**src/rtl/keyed_lookup_mux.sv**
```systemverilog
// keyed_lookup_mux: parameterised key-to-data lookup table with a default value.
// Combinational result (out/hit/multi_hit) for same-cycle decode, plus a
// registered copy (out_q/hit_q/out_valid) for pipelined consumers.
//
// Optional build macro MUXKEY_OR_MERGE_EN:
//   defined   -> multiple matching entries are merged by bitwise OR of their data
//   undefined -> lowest-index matching entry wins (priority encoder)
//
// Table packing, P = KEY_LEN + DATA_LEN:
//   entry i = lut[P*(i+1)-1 : P*i] = {entry_key, entry_data}

module keyed_lookup_mux #(
    parameter int unsigned NR_KEY   = 2,
    parameter int unsigned KEY_LEN  = 7,
    parameter int unsigned DATA_LEN = 1
) (
    input  logic                                  clk,
    input  logic                                  rst,
    input  logic                                  in_valid,
    input  logic [KEY_LEN-1:0]                    key,
    input  logic [DATA_LEN-1:0]                   default_out,
    input  logic [NR_KEY*(KEY_LEN+DATA_LEN)-1:0]  lut,
    output logic [DATA_LEN-1:0]                   out,
    output logic                                  hit,
    output logic                                  multi_hit,
    output logic [DATA_LEN-1:0]                   out_q,
    output logic                                  hit_q,
    output logic                                  out_valid
);

    localparam int unsigned PAIR_LEN = KEY_LEN + DATA_LEN;

    logic [KEY_LEN-1:0]  entry_key  [NR_KEY];
    logic [DATA_LEN-1:0] entry_data [NR_KEY];
    logic [NR_KEY-1:0]   match;
    logic [DATA_LEN-1:0] sel_data;

    // Unpack the flat table into per-entry key and data fields
    for (genvar i = 0; i < NR_KEY; i++) begin : g_entry
        assign entry_key[i]  = lut[PAIR_LEN*i + DATA_LEN +: KEY_LEN];
        assign entry_data[i] = lut[PAIR_LEN*i +: DATA_LEN];
    end

    // Per-entry exact compare; an unknown compare result falls to "no match"
    always_comb begin
        match = '0;
        for (int unsigned i = 0; i < NR_KEY; i++) begin
            if (entry_key[i] == key) begin
                match[i] = 1'b1;
            end
        end
    end

    // Any-match and two-or-more-match detection without a full popcount
    always_comb begin
        hit       = 1'b0;
        multi_hit = 1'b0;
        for (int unsigned i = 0; i < NR_KEY; i++) begin
            multi_hit = multi_hit | (hit & match[i]);
            hit       = hit | match[i];
        end
    end

`ifdef MUXKEY_OR_MERGE_EN
    // Legacy merge: OR together the data of every matching entry
    always_comb begin
        sel_data = '0;
        for (int unsigned i = 0; i < NR_KEY; i++) begin
            if (match[i]) begin
                sel_data = sel_data | entry_data[i];
            end
        end
    end
`else
    // Priority select: the lowest-index matching entry wins
    always_comb begin
        logic found;
        sel_data = '0;
        found    = 1'b0;
        for (int unsigned i = 0; i < NR_KEY; i++) begin
            if (match[i] && !found) begin
                sel_data = entry_data[i];
                found    = 1'b1;
            end
        end
    end
`endif

    // Fall back to the default value when nothing matches
    assign out = hit ? sel_data : default_out;

    // Registered copy of the lookup, captured only on valid cycles
    always_ff @(posedge clk or negedge rst) begin
        if (!rst) begin
            out_q     <= '0;
            hit_q     <= 1'b0;
            out_valid <= 1'b0;
        end else begin
            out_valid <= in_valid;
            if (in_valid) begin
                out_q <= out;
                hit_q <= hit;
            end
        end
    end

endmodule

```
**config.mk**
```make
export PLATFORM = sky130hd
export DESIGN_NAME = keyed_lookup_mux
export DESIGN_NICKNAME = d
export VERILOG_FILES = /design/src/rtl/keyed_lookup_mux.sv
export SDC_FILE = /design/constraint.sdc
export NUM_CORES = 1
export LEC_CHECK = 0
export BUFFER_PORTS_ARGS = -buffer_cell sky130_fd_sc_hd__buf_2
export CORE_AREA = 2 2 39 41
export DETAILED_ROUTE_END_ITERATION = 8
export DIE_AREA = 0 0 41 43
export HOLD_SLACK_MARGIN = 0.03
export PLACE_DENSITY = 0.63
export SLEW_MARGIN = 25
export SYNTH_ARGS = -nofsm -noshare
export SYNTH_HDL_FRONTEND = slang
export SYNTH_SLANG_ARGS = --single-unit
```
**constraint.sdc**
```tcl
create_clock -name clk -period 2 [get_ports clk]
set_input_delay 0.3 -clock clk [delete_from_list [all_inputs] [get_ports clk]]
set_output_delay 0.3 -clock clk [all_outputs]
set_load 0.1 [all_outputs]
```
### Word-level counts from Yosys, hierarchy flattened

Cells that the tools add are included.

* bits in registers: 3
* latch bits: 0
* memory bits (writable): 0
* ROM bits: 0
* output and inout bits: 6
* logic and storage cells: 15
* memories kept: 0

* $add $sub $neg: 0
* $mul: 0
* div/mod/pow operators: 0
* magnitude comparators: 0
* eq/ne operators: 2
* shift-type cells: 0
* muxes and demuxes: 6
* bitwise logic cells: 2
* reduce and logical (&&, ||, !) cells: 2

Operators by type and width (count)
* equality test 7 bit: 2
* 2-to-1 mux 1 bit: 6
* bitwise AND 1 bit: 1
* logical AND 1 bit: 1
* logical NOT 1 bit: 1
* OR 1 bit: 1

### Longest topological paths before layout

* depth in word-level cells: 7
* mapped depth: 5
* gate-level depth less buffers: 5

### Worst setup path before layout

OpenSTA, ideal clock, no wires.

* path kind: input port to output port
* start point: input key[6]
* end point: output out
* data arrival time: 2.548 ns
* data required time: 1.700 ns
* setup slack: -0.848 ns
* stages: 5
* buffers on the path: 0
* cells stage by stage: xor2_1 > nor4_1 > nand4_1 > mux2i_1 > a21oi_1

* cells in the longest elaborated chain, start to end: 7
* elaborated cells on any way between the ends: 11
* classes of those cells: 2 x eq/ne; 6 x mux; 1 x bitwise; 2 x reduce/logical

Ends and longest elaborated chain
* start, declared: RTL line 20 `input logic [KEY_LEN-1:0] key,`
* equality test 7 bit: RTL line 48 `if (entry_key[i] == key) begin`
* 2-to-1 mux 1 bit: RTL line 48
* 2-to-1 mux 1 bit: RTL line 81 `if (match[i] && !found) begin`
* logical NOT 1 bit: RTL line 81
* logical AND 1 bit: RTL line 81
* 2-to-1 mux 1 bit: RTL line 81
* 2-to-1 mux 1 bit (*): RTL line 90 `assign out = hit ? sel_data : default_out;`
* end, declared: RTL line 23 `output logic [DATA_LEN-1:0] out,`

Every way passes the cells marked *; elsewhere a longest branch is shown, timed or not.

### Worst setup path in the final report

Same ends and word-level chain as after synthesis.

==> summary.md <==
| Metric | Value |
|---|---|
| Status | completed |
| Clk slew on worst S/H paths | 0.04 ns |
| Initial antenna violation count | 0 |
| # IOs | 33 |
| Commonest register cell after synthesis | dfrtp_1 |
| Clock Power Share | between 30% and 40% |
| Min Tclk post-route | 1.90 ns |
| RSZ-0062 raised after global routing | no |
| Syn. warnings | 0 |
| Gp weighted congestion | 0.612 |
| Yosys reg bits | 3 |
| Starting density of the core | slightly above 20% |
| Net Sw Power | about 120 uW |
| Critical Path Sink Type | output port |
| WL final | 806 um |
| Most frequent cell after synthesis | xor2_1 |
| Worst VDD drop | about 0.18 mV |
| Clock latency on the worst-skew pair | ~0.23 ns |
| CP Cell Sequence | buf_2, xor2_1, nor4_1, nand4_1, mux2i_1, a21oi_4, buf_12 |
| Area grow syn2layout | 104% |
| WS Path Type | in -> out |
| Critical Path AT | between 1.5 and 2 ns |
| Vias post-DR | 373 |
| Post-CTS Setup Bufs | 0 |
| Worst Setup SP | key[6] |
| Netlist Area Pre-Place | around 280 um2 |
| Vias in the first global route | approximately 360 |
| Total power divided by cell area | ~530 nW/um2 |
| Routed Antenna Nets | 0 |
| CP max stage cell | mux2i_1 |
| Die Span Y | around 43 um |
| Delay-heaviest family, CP | simple AND/OR/NAND/NOR gates |
| Syn Nets | 60 |
| Setup-failing EPs final | 0 |
| Gr usage total | around 11% |
| Setup TNS | 0 ns |
| TritonCTS buffer count | 3 |
| Clock root buffer | clkbuf_4 |
| DR vias/cell | roughly 4.2 |
| Worst Min Path Start | in_valid |
| Main area contributors after synthesis | dfrtp_1 26%, xor2_1 25%, xnor2_1 19%, nand4_1 4.4%, nor4_1 4.4% |
| Final Hold Viols | 0 |
| Synth top cells by count | 8 x xor2_1, 6 x xnor2_1, 3 x dfrtp_1, 3 x nand2_1, 3 x nor2_1 |
| Fmax | 528 MHz |
| Post-Syn Area per Cell | between 8 and 9 um2 |
| Total Nets Final | 100 |
| Post-synth EDFFs | 0 |
| Buffers added on ports | 32 |
| Slowest cell delay on critical path | roughly 0.32 ns |
| Fin area | 579 um2 |
| Per-cell routed wire length | 9.16 um |
| Die X | 41 um |
| Req. time, crit path | ~1.7 ns |
| CTS Buffer Depth | 2 |
| WP buf/inv | 2 |
| Largest net degree at the start of global routing | 7 |
| Switching part of the total power | ~38% |
| H-tree depth | 1 |
| Starting DRC count in detailed routing | 1 |
| CTS tree | yes |
| Gr busiest metal | met2 |
| Largest area contributor in the netlist | dfrtp_1 |
| Gate Count Post-Synth | 33 |
| Pint | ~190 uW |
| Die area | roughly 1800 um2 |
| Worst-path maximum fanout | 2 |
| GRT Residual Overflow | 0 |
| Skew final | 0 ns |
| Leak pwr | between 0.0002 and 0.0003 uW |
| Placed Cells | just over 80 |
| Tightest Pin Transition | just under 0.5 ns |
| Core Area | roughly 1400 um2 |
| Drt first pass iters | 4 |
| Met1 usage | between 10% and 20% |
| Core Util, Final | between 40% and 50% |
| First-pass GRT wire length | between 1000 and 1500 um |
| Worst r2r src | out_q$_DFFE_PN0P_ |
| Tightest Hold Check Type | in -> reg |
| Final non-filler cell total | 88 |
| Max transition margin | roughly two thirds |
| Area post-placement | 543 um2 |
| Drt drc | 0 |
| N_diodes | 0 |
| Dpl hpwl | about 720 um |
| Worst setup SP type | input port |
| Row Count | 14 |
| Share of the synthesized area in the top cell type | about a quarter |
| Synth unique cells | 13 |
| R2R Setup Slk | ~1.3 ns |
| Met3 usage | under 10% |
| Clk sinks | 3 |
| Total design power | 307 uW |
| Sequential power share | 21.9% |
| Final Max Slew Viols | 0 |
| Crit share post-route | 94.8% |
| Post-synthesis sequential area ratio | 26.4% |
| Met2 track demand over resource | roughly 18% |
| Combinational power share | between 40 and 50% |
| Share of layout cells above drive strength 1 | between 50 and 60% |
| Max Cap Viol | 0 |
| Fraction of registers with async set/reset | 100% |
==> what timing repair did <==
item,CTS,global route
endpoints found under the hold margin,3,0
gates resized for setup,0,0
hold buffers,1,0
==> area by class of cell <==
| class | count | area [um2] |
|---|---|---|
| fill | 136 | 805 |
| timing repair buffer | 35 | 230 |
| multi-input combinational | 29 | 224 |
| sequential | 3 | 75.1 |
| clock buffer | 4 | 26.3 |
| tap | 16 | 20.0 |
| inverter | 1 | 3.75 |
==> registers in the layout (all words and copies together) (netlist names) <==
signal     flops
out_q          1
hit_q          1
out_valid      1
==> metal layers <==
| metal | up-vias | wire (um) |
|---|---|---|
| met3 | 0 | 93 |
| met1 | 157 | 299 |
| met4 | 0 | 0 |
| met2 | 25 | 413 |
| met5 | - | 0 |
| li1 | 191 | - |
==> power groups by stage <==
stage	registers [uW]	logic (uW)	clock network, uW
after global placement	68.1	130	0
after global routing	68.2	142	115
after floorplan	102	45.1	0
after detailed placement	68.3	132	0
final	67.3	131	108
after CTS	67.5	133	113
==> final timing paths <==
check | end | cells past startpoint
worst max register to register | out_q$_DFFE_PN0P_ | 2
min in group asynchronous | hit_q$_DFFE_PN0P_ | 2
worst min-delay path | out_valid$_DFF_PN0_ | 1
worst max-delay path | out | 7
worst min register to register | out_q$_DFFE_PN0P_ | 2
max in group asynchronous | out_q$_DFFE_PN0P_ | 2
==> per-stage QoR <==
| stage | worst slack (ns) | hold slack [ns] |
|---|---|---|
| floorplan | -0.106 | 0.00441 |
| global placement | 0.0952 | 0.0954 |
| detailed placement | 0.0896 | 0.0973 |
| CTS | 0.0898 | 0.246 |
| global route | 0.0235 | 0.253 |
| finish | 0.104 | 0.252 |
==> cells in the final DEF (no fill, tap or decap) <==
cell type       n
a21oi_4         1
dlygate4sd3_1   1
nor2_1          2
buf_12          3
mux2i_1         1
nor4_1          2
nand4_1         2
a31oi_1         1
nor2_4          1
xnor2_1         6
buf_4           2
o21ai_1         1
nand2_1         3
clkbuf_4        3
inv_1           1
xor2_1          8
clkbuf_1        1
dfrtp_1         3
buf_2          29
a2bb2oi_1       1
==> cells by family after synthesis <==
family / after synthesis / share of synthesized area [%]
AOI/OAI and AO/OA: 4 / 8.81
and+or+nand+nor: 10 / 16.7
muxes: 1 / 3.52
xor gates and xnor gates: 14 / 43.2
DFF: 3 / 26.4
buffers and inverters: 1 / 1.32
Power figures use the tool's default switching activity.
